## config.mk

```make
export PLATFORM = sky130hd
export DESIGN_NAME = imem_loader
export DESIGN_NICKNAME = d
export VERILOG_FILES = /design/src/rtl/imem_loader.sv
export SDC_FILE = /design/constraint.sdc
export NUM_CORES = 1
export LEC_CHECK = 0
export CORE_ASPECT_RATIO = 1.75
export CORE_UTILIZATION = 30
export CTS_CLUSTER_SIZE = 12
export DETAILED_ROUTE_END_ITERATION = 10
export PLACE_DENSITY_LB_ADDON = 0.12
export SLEW_MARGIN = 5
export SYNTH_ARGS = -nofsm -noshare
export SYNTH_HDL_FRONTEND = slang
export SYNTH_SLANG_ARGS = --single-unit
export TNS_END_PERCENT = 50
```

## constraint.sdc

```tcl
create_clock -name clkN -period 2.44 [get_ports clkN]
set_input_delay 0.732 -clock clkN [delete_from_list [all_inputs] [get_ports clkN]]
set_output_delay 0.732 -clock clkN [all_outputs]
set_load 0.01 [all_outputs]
```

## src/rtl/imem_loader.sv

```systemverilog
// Instruction-memory image loader.
// Accepts a byte stream over valid/ready, packs big-endian 32-bit words, writes them to
// consecutive IM word addresses from 0, and validates the image with a trailing XOR
// checksum byte. The CPU is held off while a load is in progress or after a failed load.
module imem_loader #(
  parameter int unsigned ADDR_W        = 10,
  parameter int unsigned DEPTH         = 1024,
  parameter bit          HOLD_AT_RESET = 1'b0
) (
  input  logic              clkN,
  input  logic              rst,
  input  logic              start_i,
  input  logic [ADDR_W:0]   load_words_i,
  input  logic              byte_valid_i,
  input  logic [7:0]        byte_data_i,
  output logic              byte_ready_o,
  output logic              im_we_o,
  output logic [ADDR_W-1:0] im_addr_o,
  output logic [31:0]       im_wdata_o,
  output logic              cpu_hold_o,
  output logic              busy_o,
  output logic              done_o,
  output logic              err_o
);

  localparam logic [ADDR_W:0]   DepthW = (ADDR_W + 1)'(DEPTH);
  localparam logic [ADDR_W-1:0] IdxOne = ADDR_W'(1);

  typedef enum logic [1:0] {
    StIdle,
    StRecv,
    StWrite,
    StCheck
  } state_e;

  state_e              state_q, state_d;
  logic [ADDR_W-1:0]   index_q, index_d;
  // Index of the final word (load_words - 1); only meaningful when load_words >= 1.
  logic [ADDR_W-1:0]   last_q, last_d;
  logic [1:0]          cnt_q, cnt_d;
  logic [7:0]          acc_q, acc_d;
  logic [31:0]         word_q, word_d;
  logic                done_q, done_d;
  logic                err_q, err_d;
  logic                hold_q, hold_d;

  logic                xfer;

  // Ready depends on state only, so the handshake never forms a combinational loop.
  assign byte_ready_o = (state_q == StRecv) || (state_q == StCheck);
  assign xfer         = byte_valid_i && byte_ready_o;

  assign im_we_o      = (state_q == StWrite);
  assign im_addr_o    = index_q;
  assign im_wdata_o   = word_q;
  assign cpu_hold_o   = hold_q;
  assign busy_o       = (state_q != StIdle);
  assign done_o       = done_q;
  assign err_o        = err_q;

  // Next-state logic for the load sequencer and its datapath registers.
  always_comb begin
    state_d = state_q;
    index_d = index_q;
    last_d  = last_q;
    cnt_d   = cnt_q;
    acc_d   = acc_q;
    word_d  = word_q;
    done_d  = 1'b0;
    err_d   = err_q;
    hold_d  = hold_q;

    unique case (state_q)
      StIdle: begin
        if (start_i) begin
          err_d   = 1'b0;
          acc_d   = 8'h00;
          index_d = '0;
          cnt_d   = 2'd0;
          hold_d  = 1'b1;
          if (load_words_i > DepthW) begin
            // Oversized image: flag and stay idle with the CPU still held.
            err_d = 1'b1;
          end else if (load_words_i == '0) begin
            state_d = StCheck;
          end else begin
            last_d  = load_words_i[ADDR_W-1:0] - IdxOne;
            state_d = StRecv;
          end
        end
      end

      StRecv: begin
        if (xfer) begin
          // First byte of a word ends up in bits 31:24.
          word_d = {word_q[23:0], byte_data_i};
          acc_d  = acc_q ^ byte_data_i;
          cnt_d  = cnt_q + 2'd1;
          if (cnt_q == 2'd3) begin
            state_d = StWrite;
          end
        end
      end

      StWrite: begin
        if (index_q == last_q) begin
          state_d = StCheck;
        end else begin
          index_d = index_q + IdxOne;
          state_d = StRecv;
        end
      end

      StCheck: begin
        if (xfer) begin
          if (byte_data_i == acc_q) begin
            done_d = 1'b1;
            hold_d = 1'b0;
          end else begin
            err_d  = 1'b1;
          end
          state_d = StIdle;
        end
      end

      default: state_d = StIdle;
    endcase
  end

  // State and datapath registers with asynchronous reset.
  always_ff @(posedge clkN or posedge rst) begin
    if (rst) begin
      state_q <= StIdle;
      index_q <= '0;
      last_q  <= '0;
      cnt_q   <= 2'd0;
      acc_q   <= 8'h00;
      word_q  <= 32'h0;
      done_q  <= 1'b0;
      err_q   <= 1'b0;
      hold_q  <= HOLD_AT_RESET;
    end else begin
      state_q <= state_d;
      index_q <= index_d;
      last_q  <= last_d;
      cnt_q   <= cnt_d;
      acc_q   <= acc_d;
      word_q  <= word_d;
      done_q  <= done_d;
      err_q   <= err_d;
      hold_q  <= hold_d;
    end
  end

endmodule

```

== Yosys cells after proc, flatten, opt, wreduce, memory -nomap -nowiden ==
Cells that the tools add are included.
Word-level totals
  flip-flop bits (word level): 67
  output and inout port bits: 48
Operators by class
  $add $sub $neg: 3
  magnitude comparators: 1
  eq/ne operators: 14
  multiplexer cells: 29
  bitwise operators: 3
  reductions and logical operators: 15
Operators by type and width (number)
  $mux 10: 2
  $pmux 10 s2: 1
  $mux 2: 9
  $mux 8: 2
  $pmux 8 s2: 1
  $ne 2x2->1 const B: 6
  $reduce_and 4->1: 3
  $gt 11x11->1 const B: 1
  $logic_not 11->1: 1
  $add 10x1->10 const B: 1
  $eq 10x10->1: 1
  $mux 1: 10
  $sub 10x1->10 const B: 1
  $eq 8x8->1: 1
  $pmux 2 s4: 1
  $reduce_bool 2->1: 4
  $xor 8x8->8: 1
  $eq 2x2->1 const B: 3
  $reduce_and 3->1: 2
  $reduce_and 5->1: 1
  $ne 2x1->1 const B: 2
  $pmux 1 s2: 2
  $pmux 2 s2: 1
  $add 2x1->2 const B: 1
  6 further kinds: 7

== Depth between registers and ports, before layout ==
  depth after elaboration: 5
  gate-level depth with buffers: 9
  mapped depth without buffers: 7

== Least setup slack after synthesis ==
Ideal clock, no wire load.
  kind: input-to-reg
  from: input port load_words_i[0]
  to: register last_q[0]
  setup time: 0.125 ns
  arrival: 2.375 ns
  required time: 2.315 ns
  path slack: -0.061 ns
  stages on the path: 7
  path buffers: 1
  cell sequence: inv_1 > ha_1 > or4b_1 > or4_1 > and3_1 > buf_6 > mux2_4
On the way
  longest elaborated chain between the ends: 3
  elaborated cells between the ends (all ways): 6
  classes of those cells: 1 x add/sub; 1 x order compare; 2 x bitwise; 2 x reduce/logical
RTL lines
  from (decl): RTL line 13  | input logic [ADDR_W:0] load_words_i,
  $gt 11x11->1 / $logic_not 11->1 (equally long branches): RTL line 81, 84
  $not 1->1 (no source line)
  $reduce_and 4->1 (no source line)
  to (signal assigned): RTL line 145  | last_q <= last_d;
  to (decl): RTL line 39  | logic [ADDR_W-1:0] last_q, last_d;
Several ways; a longest one is shown, not always the timed one.
A chain may end at the register's enable or synchronous reset.

== Worst setup path after layout ==
  from: input port load_words_i[6]
  to: register last_q[0]
On the way
  longest elaborated chain between the ends: 3
  elaborated cells between the ends (all ways): 5
  classes of those cells: 1 x order compare; 2 x bitwise; 2 x reduce/logical
RTL lines (RTL line)
  $gt 11x11->1 / $logic_not 11->1 (equally long branches): 81, 84
  $not 1->1 (no source line)
  $reduce_and 4->1 (no source line) (*)
Every way passes the cells marked *; elsewhere a longest branch is shown, timed or not.

==> flow_summary.yaml <==
run_status:
  status: "completed"
routing:
  postRouteAntennaNets: 0
  avgRoutedWirePerCell_um: 13.6
  detail_route.vias_per_cell: 4.77
  postRouteWirelength_mm: 7.94
  drc_marker_count_from_the_first_detailed_route_iteration: 75
  vias: 2781
  drc: 0
  dr_pass1_iterations: 4
timing:
  final_period_minus_worst_setup_slack_ns: 2.39
  report.final.setup_viol: 0
  hold_violations: 0
  min_period_over_period_pct: 98.1
  tns_ns: 0
  maxClockFrequency_mhz: 418
  rsz0062_at_grt: "no"
  slew_headroom_pct: 69.2
  transition_at_the_pin_with_the_smallest_max_transition_slack_ns: 0.462
  final_max_slew_viol_count: 0
  skew_ns: 0.00739
power_and_ir_drop:
  leakage_nw: 2.11
  max_vdd_drop_uv: 529
  power.density_mw_per_mm2: 1080
synthesis:
  asyncSetResetFlopFracSynth_pct: 100
  synthesis.area_sq_mm: 0.00315
  netlist.top_cell.by_area: "dfrtp_1"
  postSynthRegisterBits: 67
  syn-instance-count: 353
  dominantRegCellSynth: "dfrtp_1"
  avgSynthCellArea_sq_um: 8.92
  synth.top_cell.area_share_pct: 53.2
  synth-edff-count: 0
  ys_seq_area_share_pct: 53.2
  synth_top_cells_by_count: "114 x nand2_1, 67 x dfrtp_1, 34 x o21ai_0"
  synth_area_leaders: "dfrtp_1 53%, nand2_1 14%, xnor2_1 6.7%, o21ai_0 5.4%, nor2_1 2.6%"
  synth-warning-count: 0
  synth_cell_type_count: 37
  synthMostInstantiatedCell: "nand2_1"
  syn-num-nets: 380
floorplan:
  die_width_um: 79.5
  fp.dieH_um: 138
  coreArea_sq_mm: 0.0102
  die_ar_sq_mm: 0.0109
  initial_utilization_pct: 30.8
  pin_count: 71
  std_cell_rows: 49
hold_path:
  min_path_type: "flop to flop"
final_layout:
  finish.utilization_pct: 45.7
  multiInputGateArea_sq_mm: 0.00142
  layout.area.seq_sq_mm: 0.00168
  proportion_of_layout_cells_with_a_drive_suffix_above_1_pct: 14.5
  finish.net_count: 478
  fillCellCount: 990
  insertedDiodeCount: 0
  design_area_sq_mm: 0.00468
  area.growth.synth_to_final_pct: 48.6
clock_tree:
  h-tree-depth: 3
  later_pin_clock_latency_in_the_skew_report_ns: 0.33
  tritoncts.num_buffers: 9
  cts.root.buffer_cell: "clkbuf_16"
  cts.sink_count: 67
  max-clock-path-buffers: 2
  cts.reportedPaths.clkPinSlew_ns: 0.06
  cts_tree: "done"
grt:
  grt_pass1_wl_mm: 13.0
  grt_max_degree: 42
  grt_antenna_before_repair: 0
  grt_util_all_layers_pct: 15.8
  gr-total-overflow: 0
  grt_pass1_vias: 2629
placement:
  placed_cell_area_sq_mm: 0.00423
  gpl.final_weighted_congestion: 0.780
  dp_hpwl_mm: 5.81
  portBuffers: 70
worst_setup_path:
  r2r_slack_ns: 0.72
  endpoint_kind: "flop"
  timing.critical_path.from_type: "primary input"
  cp.arrival_ns: 2.61
  path_class: "primary input to flop"
  crit_required_ns: 2.65
  worst-path-max-fanout: 4
run:
  cap_viol_max_count: 0
[registers in the layout, indices dropped and copies added, names as in the netlist]
signal and cells:
err_o 1, state_q 2, cnt_q 2, cpu_hold_o 1, im_addr_o 10, im_wdata_o 32, acc_q 8, done_o 1
last_q 10
[per-stage QoR]
stage,power (mW),std cells,setup WS (ns),hold slack [ns]
2_1_floorplan,2.64,353,-0.0201,0.457
3_3_place_gp,3.45,564,-0.474,0.458
3_5_place_dp,3.49,564,-0.541,0.461
4_1_cts,5.09,580,0.00773,0.475
5_1_grt,5.39,583,0.00164,0.503
6_report,5.04,583,0.0463,0.473
[layout by cell type, fill, tap and decap left out, types with 7 or more instances in the layout]
cell type and count:
a21oi_1 10, buf_4 24, clkbuf_16 10, clkdlybuf4s50_1 63, dfrtp_1 66, nand2_1 114
nand3_1 7, nor2_1 17, o21ai_0 34, o31ai_1 7, xnor2_1 24
[final timing paths]
check / startpoint / to / depth (start not counted)
min in group asynchronous: rst / im_wdata_o[10]$_DFFE_PP0P_ / 2
worst max-delay path: load_words_i[6] / last_q[0]$_DFFE_PP0P_ / 5
worst max register to register: state_q[0]$_DFFE_PP0P_ / im_addr_o[6]$_DFFE_PP0P_ / 7
max in group asynchronous: rst / state_q[1]$_DFFE_PP0P_ / 3
worst min-delay path: im_wdata_o[27]$_DFFE_PP0P_ / im_wdata_o[27]$_DFFE_PP0P_ / 2
worst min register to register: im_wdata_o[27]$_DFFE_PP0P_ / im_wdata_o[27]$_DFFE_PP0P_ / 2
[power breakdown]
part / internal [mW] / total, mW / leakage (nW) / switching (mW)
Clock: 1.10 / 1.56 / 0.174 / 0.461
Combinational: 0.913 / 1.64 / 1.10 / 0.731
Sequential: 1.51 / 1.84 / 0.839 / 0.324
[cells by family after synthesis]
logic type / Yosys count / share of synthesized area, %
adder cells (fa/ha/maj): 4 / 1.59
AO/OA/AOI/OAI: 60 / 10.8
multiplexers: 2 / 0.794
flip-flops: 67 / 53.2
AND/OR/NAND/NOR: 172 / 23.4
buffers and inverters: 23 / 3.22
XOR/XNOR: 25 / 6.95
[per-layer routing]
metal	track usage, %	vias up	part of all wire [%]
met2	28.1	62	55
met3	3.71	13	3.4
met5	0	-	0
met1	17.2	1338	39
met4	7.68	0	2.4
li1	-	1368	-
[layout make-up]
type | instances | share of cell area, %
clock inverters | 5 | 2.67
flip-flops and latches | 67 | 35.8
clock buffers | 11 | 4.97
well taps | 127 | 3.39
multi-input cells | 263 | 30.2
inverters | 7 | 0.561
repair buffers | 103 | 22.3
[what timing repair did]
action	4_1_cts	5_1_grt
pin swaps	1	5
resized for setup	7	19
setup buffers	0	2
endpoints found under the setup margin	10	11
gates cloned	0	1
hold buffers	0	0
[critical path, stage by stage]
cell and delay [ns]:
clkdlybuf4s50_1 0.42, or4_4 0.50, or4_1 0.42, and3_4 0.24, mux2_4 0.30
No activity file was read; power rests on OpenSTA's default activity.
